--- config.mk ---
export PLATFORM = sky130hd
export DESIGN_NAME = param_fifo
export DESIGN_NICKNAME = d
export VERILOG_FILES = /design/src/rtl/fifo_pkg.sv /design/src/rtl/fifo_mem.sv /design/src/rtl/param_fifo.sv
export SDC_FILE = /design/constraint.sdc
export NUM_CORES = 1
export LEC_CHECK = 0
export ABC_AREA = 1
export CAP_MARGIN = 20
export CORE_MARGIN = 2
export CORE_UTILIZATION = 30
export CTS_BUF_LIST = sky130_fd_sc_hd__clkbuf_4
export DETAILED_ROUTE_END_ITERATION = 10
export PLACE_DENSITY_LB_ADDON = 0.08
export SYNTH_ARGS = -nofsm -noshare
export SYNTH_HDL_FRONTEND = slang
export SYNTH_SLANG_ARGS = --single-unit
--- constraint.sdc ---
create_clock -name clk -period 2.68 [get_ports clk]
set_clock_uncertainty 0.05 [all_clocks]
set_input_delay 0.536 -clock clk [delete_from_list [all_inputs] [get_ports clk]]
set_output_delay 0.536 -clock clk [all_outputs]
set_load 0.005 [all_outputs]
--- src/rtl/fifo_pkg.sv ---
`default_nettype none
// ============================================================================
// Module      : fifo_pkg
// Description : Default FIFO sizing constants and pointer/count width helpers.
// Revision    : 1.0 - initial release
// ============================================================================
package fifo_pkg;

    localparam int DEFAULT_WIDTH = 8;
    localparam int DEFAULT_DEPTH = 16;

    // Address width for a storage array of the given depth (at least one bit).
    function automatic int ptr_width(input int depth);
        return (depth > 1) ? $clog2(depth) : 1;
    endfunction

    // Occupancy counter must represent 0..depth inclusive.
    function automatic int cnt_width(input int depth);
        return $clog2(depth) + 1;
    endfunction

endpackage : fifo_pkg
`default_nettype wire

--- src/rtl/fifo_mem.sv ---
`default_nettype none
// ============================================================================
// Module      : fifo_mem
// Description : DEPTH x WIDTH storage, one synchronous write port, one
//               asynchronous read port; contents are never reset.
// Revision    : 1.0 - initial release
// ============================================================================
module fifo_mem
    import fifo_pkg::*;
#(
    parameter int WIDTH = DEFAULT_WIDTH,
    parameter int DEPTH = DEFAULT_DEPTH
) (
    input  logic                        clk,
    input  logic                        i_we,
    input  logic [ptr_width(DEPTH)-1:0] i_waddr,
    input  logic [WIDTH-1:0]            i_wdata,
    input  logic [ptr_width(DEPTH)-1:0] i_raddr,
    output logic [WIDTH-1:0]            o_rdata
);

    logic [WIDTH-1:0] r_mem [DEPTH];

    always_ff @(posedge clk) begin
        if (i_we) begin
            r_mem[i_waddr] <= i_wdata;
        end
    end

    assign o_rdata = r_mem[i_raddr];

endmodule : fifo_mem
`default_nettype wire

--- src/rtl/param_fifo.sv ---
`default_nettype none
// ============================================================================
// Module      : param_fifo
// Description : Parameterised synchronous FIFO with registered output,
//               occupancy count, status flags and overflow/underflow pulses.
// Revision    : 1.0 - initial release
// ============================================================================
module param_fifo
    import fifo_pkg::*;
#(
    parameter int WIDTH    = DEFAULT_WIDTH,
    parameter int DEPTH    = DEFAULT_DEPTH,
    parameter int AF_LEVEL = DEPTH - 2,
    parameter int AE_LEVEL = 2
) (
    input  logic                        clk,
    input  logic                        reset,
    input  logic                        flush,
    input  logic                        wr_en,
    input  logic                        rd_en,
    input  logic [WIDTH-1:0]            in,
    output logic [WIDTH-1:0]            out,
    output logic [cnt_width(DEPTH)-1:0] count,
    output logic                        full,
    output logic                        empty,
    output logic                        almost_full,
    output logic                        almost_empty,
    output logic                        overflow,
    output logic                        underflow
);

    localparam int c_PTR_W = ptr_width(DEPTH);
    localparam int c_CNT_W = cnt_width(DEPTH);

    localparam logic [c_CNT_W-1:0] c_FULL_CNT = c_CNT_W'(DEPTH);
    localparam logic [c_CNT_W-1:0] c_AF_CNT   = c_CNT_W'(AF_LEVEL);
    localparam logic [c_CNT_W-1:0] c_AE_CNT   = c_CNT_W'(AE_LEVEL);

    logic [c_PTR_W-1:0] r_wr_ptr;
    logic [c_PTR_W-1:0] r_rd_ptr;
    logic [c_CNT_W-1:0] r_count;
    logic [WIDTH-1:0]   r_out;
    logic               r_overflow;
    logic               r_underflow;

    logic               w_rd_acc;
    logic               w_wr_acc;
    logic               w_mem_we;
    logic [WIDTH-1:0]   w_rdata;

    // A read frees a slot in the same edge, so a full FIFO can still accept a write.
    assign w_rd_acc = rd_en && !empty && !flush;
    assign w_wr_acc = wr_en && (!full || w_rd_acc) && !flush;
    assign w_mem_we = w_wr_acc && !reset;

    fifo_mem #(
        .WIDTH (WIDTH),
        .DEPTH (DEPTH)
    ) u_mem (
        .clk     (clk),
        .i_we    (w_mem_we),
        .i_waddr (r_wr_ptr),
        .i_wdata (in),
        .i_raddr (r_rd_ptr),
        .o_rdata (w_rdata)
    );

    always_ff @(posedge clk or posedge reset) begin
        if (reset) begin
            r_wr_ptr    <= '0;
            r_rd_ptr    <= '0;
            r_count     <= '0;
            r_out       <= '0;
            r_overflow  <= 1'b0;
            r_underflow <= 1'b0;
        end else if (flush) begin
            r_wr_ptr    <= '0;
            r_rd_ptr    <= '0;
            r_count     <= '0;
            r_overflow  <= 1'b0;
            r_underflow <= 1'b0;
        end else begin
            r_overflow  <= wr_en && !w_wr_acc;
            r_underflow <= rd_en && !w_rd_acc;
            if (w_wr_acc) begin
                r_wr_ptr <= r_wr_ptr + c_PTR_W'(1);
            end
            if (w_rd_acc) begin
                r_rd_ptr <= r_rd_ptr + c_PTR_W'(1);
                r_out    <= w_rdata;
            end
            case ({w_wr_acc, w_rd_acc})
                2'b10:   r_count <= r_count + c_CNT_W'(1);
                2'b01:   r_count <= r_count - c_CNT_W'(1);
                default: r_count <= r_count;
            endcase
        end
    end

    assign out          = r_out;
    assign count        = r_count;
    assign overflow     = r_overflow;
    assign underflow    = r_underflow;
    assign full         = (r_count == c_FULL_CNT);
    assign empty        = (r_count == '0);
    assign almost_full  = (r_count >= c_AF_CNT);
    assign almost_empty = (r_count <= c_AE_CNT);

endmodule : param_fifo
`default_nettype wire
==> results of run 1 <==
==> through the flow <==
stage | total power (W) | worst slack (ns) | hold slack (ns) | cell area [sq um]
final | 0.004541 | 0.1191 | 0.4021 | 7565
after global routing | 0.004762 | 0.005438 | 0.3974 | 7565
after CTS | 0.004607 | 0.01461 | 0.3843 | 7553
after detailed placement | 0.003331 | 0.07443 | 0.4166 | 7302
after global placement | 0.003336 | 0.1166 | 0.4178 | 7302
after floorplan | 0.002999 | 0.6241 | 0.4224 | 6564
==> path summary, 6_finish.rpt <==
kind,start,to,slack (ns),depth (start not counted)
min in group clk,out[6]$_DFFE_PP0P_,out[6]$_DFFE_PP0P_,0.44,2
hold reg to reg,out[6]$_DFFE_PP0P_,out[6]$_DFFE_PP0P_,0.44,2
setup reg to reg,count[3]$_DFFE_PP0P_,count[4]$_DFFE_PP0P_,0.58,12
max in group asynchronous,reset,count[2]$_DFFE_PP0P_,1.92,3
hold / removal,reset,r_rd_ptr[2]$_DFFE_PP0P_,0.40,3
setup / recovery,count[3]$_DFFE_PP0P_,full,0.12,4
==> state kept, by name (all words and copies together) (netlist names) <==
signal       count
r_wr_ptr         4
count            5
underflow        1
r_rd_ptr         4
overflow         1
out              8
u_mem.r_mem    128
==> critical path, stage by stage, from the launching register on <==
cell,delay (ns)
sky130_fd_sc_hd__dfrtp_2,0.47
sky130_fd_sc_hd__nor2_4,0.16
sky130_fd_sc_hd__nand3_1,0.15
sky130_fd_sc_hd__inv_1,0.12
sky130_fd_sc_hd__clkdlybuf4s50_1,0.51
==> placed cells by master (no fill, tap or decap), drive strengths merged <==
| cell type | count |
|---|---|
| nor2 | 137 |
| edfxtp | 128 |
| nand2 | 116 |
| o21ai | 60 |
| nand3 | 58 |
| clkdlybuf4s50 | 31 |
| buf | 27 |
| dfrtp | 23 |
| inv | 20 |
| clkbuf | 19 |
| clkinv | 14 |
| ha | 8 |
| nand4 | 7 |
| a21oi | 5 |
| xnor2 | 3 |
| xor2 | 2 |
| nand3b | 2 |
| clkinvlp | 2 |
| diode | 1 |
| nor3 | 1 |
| fa | 1 |
| bufinv | 1 |
==> cells in the mapped netlist <==
cell,instances
sky130_fd_sc_hd__a21oi_1,4
sky130_fd_sc_hd__a21oi_2,1
sky130_fd_sc_hd__buf_1,5
sky130_fd_sc_hd__buf_12,1
sky130_fd_sc_hd__buf_2,11
sky130_fd_sc_hd__buf_4,1
sky130_fd_sc_hd__clkbuf_1,10
sky130_fd_sc_hd__clkinv_1,4
sky130_fd_sc_hd__dfrtp_1,23
sky130_fd_sc_hd__edfxtp_1,128
sky130_fd_sc_hd__fa_1,1
sky130_fd_sc_hd__ha_1,8
sky130_fd_sc_hd__inv_1,17
sky130_fd_sc_hd__inv_2,3
sky130_fd_sc_hd__nand2_1,113
sky130_fd_sc_hd__nand2_2,2
sky130_fd_sc_hd__nand2_4,1
sky130_fd_sc_hd__nand3_1,56
sky130_fd_sc_hd__nand3_4,2
sky130_fd_sc_hd__nand3b_1,2
sky130_fd_sc_hd__nand4_1,5
sky130_fd_sc_hd__nand4_2,1
sky130_fd_sc_hd__nand4_4,1
sky130_fd_sc_hd__nor2_1,123
sky130_fd_sc_hd__nor2_2,9
sky130_fd_sc_hd__nor2_4,5
sky130_fd_sc_hd__nor3_1,1
sky130_fd_sc_hd__o21ai_0,60
sky130_fd_sc_hd__xnor2_1,3
sky130_fd_sc_hd__xor2_1,2
==> final cells by class <==
class	instances	area (sq um)	share of cell area (%)
diodes	1	2.502	0.03308
repair buffers	58	525.5	6.947
well taps	280	350.3	4.631
multi-input cells	400	1921	25.39
flip-flops and latches	151	4424	58.48
clock inverters	13	108.9	1.439
clock buffers	19	142.6	1.886
inverters	24	90.09	1.191
==> cells by family (layout without fill, tap and decap cells) <==
| group | after synthesis | count (layout) | share of synthesized area, % |
|---|---|---|---|
| and+or+nand+nor | 321 | 321 | 21.67 |
| DFF | 151 | 151 | 67.33 |
| buffers and inverters | 52 | 114 | 3.488 |
| AOI/OAI and AO/OA | 65 | 65 | 5.013 |
| other | 0 | 1 | 0 |
| xor gates and xnor gates | 5 | 5 | 0.6673 |
| adders and majority gates | 9 | 9 | 1.830 |
==> repair_timing <==
action / CTS / global route
resized for setup: 0 / 4
endpoints found under the setup margin: 0 / 1
hold buffers: 0 / 0
buffers inserted: 0 / 0
==> per-layer routing <==
| metal | up-vias | global-route usage (%) | wire length [um] |
|---|---|---|---|
| met5 | - | 0 | 0 |
| met4 | 0 | 6.765 | 441 |
| met3 | 28 | 3.137 | 510 |
| met2 | 59 | 26.56 | 8487 |
| met1 | 2155 | 18.91 | 7701 |
| li1 | 2153 | - | - |
==> where the power goes <==
part / internal, W / switching [W] / total (W)
registers: 0.00262 / 0.0000470 / 0.00267
logic: 0.000254 / 0.000342 / 0.000597
clock network: 0.000472 / 0.000802 / 0.00127
total: 0.00335 / 0.00119 / 0.00454
==> impl_metrics.py, run 1 <==
metrics = {
    "floorplan": {
        "floorplan.die_area_sq_mm": 0.02308,
        "num_rows": 54,
        "boundaryPins": 32,
        "die_h_um": 151.9,
        "floorplan.initialDensity_pct": 30.36,
        "floorplan.core_area_sq_mm": 0.02162,
        "die_x_um": 151.9,
    },
    "logic_synthesis": {
        "postSynthCellCount": 603,
        "synthesis.area_per_instance_sq_um": 10.89,
        "synth-seq-area-share_pct": 67.33,
        "netlist-cell-type-count": 30,
        "synth.area.top_cells": "sky130_fd_sc_hd__edfxtp_1 59%, sky130_fd_sc_hd__dfrtp_1 8.8%, sky130_fd_sc_hd__nor2_1 7.0%, sky130_fd_sc_hd__nand2_1 6.5%, sky130_fd_sc_hd__o21ai_0 4.6%",
        "mappedNetlistNets": 625,
        "yosysWarningCount": 0,
        "netlist.top_cell.by_area": "sky130_fd_sc_hd__edfxtp_1",
        "syn_area_sq_mm": 0.006564,
        "netlist.area_leader.share_pct": 58.56,
        "synthesis_stage_register_bit_count": 151,
    },
    "final_layout": {
        "area_growth_syn_to_layout_pct": 15.25,
        "layout.core_utilization_pct": 34.99,
        "instances_no_fill": 946,
        "drive_above_1_share_pct": 13.08,
        "finish.net_count": 674,
        "final.fill_count": 2215,
    },
    "worst_hold_path": {
        "worst_hold_path_type": "input pin to async pin",
    },
    "place": {
        "place_inst": 913,
        "total_half_perimeter_wirelength_after_legalization_and_detailed_placement_mm": 11.39,
        "port-buffer-count": 31,
        "gp_congestion": 0.7620,
    },
    "setup_path": {
        "worstSetupEndpointType": "output port",
        "critPathMaxFanout": 5,
        "required_ns": 2.09,
        "critical_path_arrival_ns": 1.97,
        "worst_setup_path_start_kind": "flop",
        "critical_setup_path_class": "flop to output port",
    },
    "detailed_routing": {
        "average_wire_per_cell_in_the_routed_design_um": 18.12,
        "drt_iter0_drc": 336,
        "avgViaCountPerCell": 4.646,
        "detail_route.first_pass.iterations": 8,
        "dr_total_vias": 4395,
        "route.detailed.drc": 0,
        "antenna_violating_nets_post_route": 0,
        "totalWireLength_mm": 17.14,
    },
    "power_and_ir_drop": {
        "vdd.ir_drop.worst_uv": 188.8,
        "power_per_cell_area_mw_per_mm2": 600.3,
        "power.leakage_nw": 2.812,
    },
    "run": {
        "maxCapViolations": 0,
    },
    "timing": {
        "final-setup-viol-count": 0,
        "tns_ns": 0,
        "slew_headroom_pct": 51.02,
        "fmax_mhz": 390.5,
        "final_hold_viol_count": 0,
        "maxSlewViolCount": 0,
        "period_minus_slack_ns": 2.561,
        "final_min_period_over_clock_period_pct": 95.56,
        "grt_setup_unrepaired": "no",
        "worst-slew-pin-transition_ns": 0.7347,
    },
    "global_route": {
        "vias_in_the_first_global_route": 4711,
        "gr-usage-all-layers_pct": 15.47,
        "grt_pass1_wl_mm": 26.88,
        "pin_count_of_the_biggest_net_entering_global_routing": 67,
        "grt_antenna_before_repair": 1,
        "grt_overflow_total": 0,
    },
    "outcome": {
        "status": "complete, no violations",
    },
    "clock_network": {
        "cts_sink_count": 151,
        "ctsLongestPathBuffers": 2,
        "path_clk_slew_ns": 0.13,
        "cts-root-buf": "sky130_fd_sc_hd__clkbuf_4",
        "cts_tree": "done",
        "cts-htree-levels": 4,
        "cts_buffers": 17,
        "clkLatencyLatePin_ns": 0.56,
    },
}
(Power assumes the default switching activity.)
==> inputs of run 2 (changes only) <==
- HOLD_SLACK_MARGIN: default -> 0.12
- SLEW_MARGIN: default -> 40
==> results of run 2 <==
Final layout, timing and power as in run 1 (identical DEF).
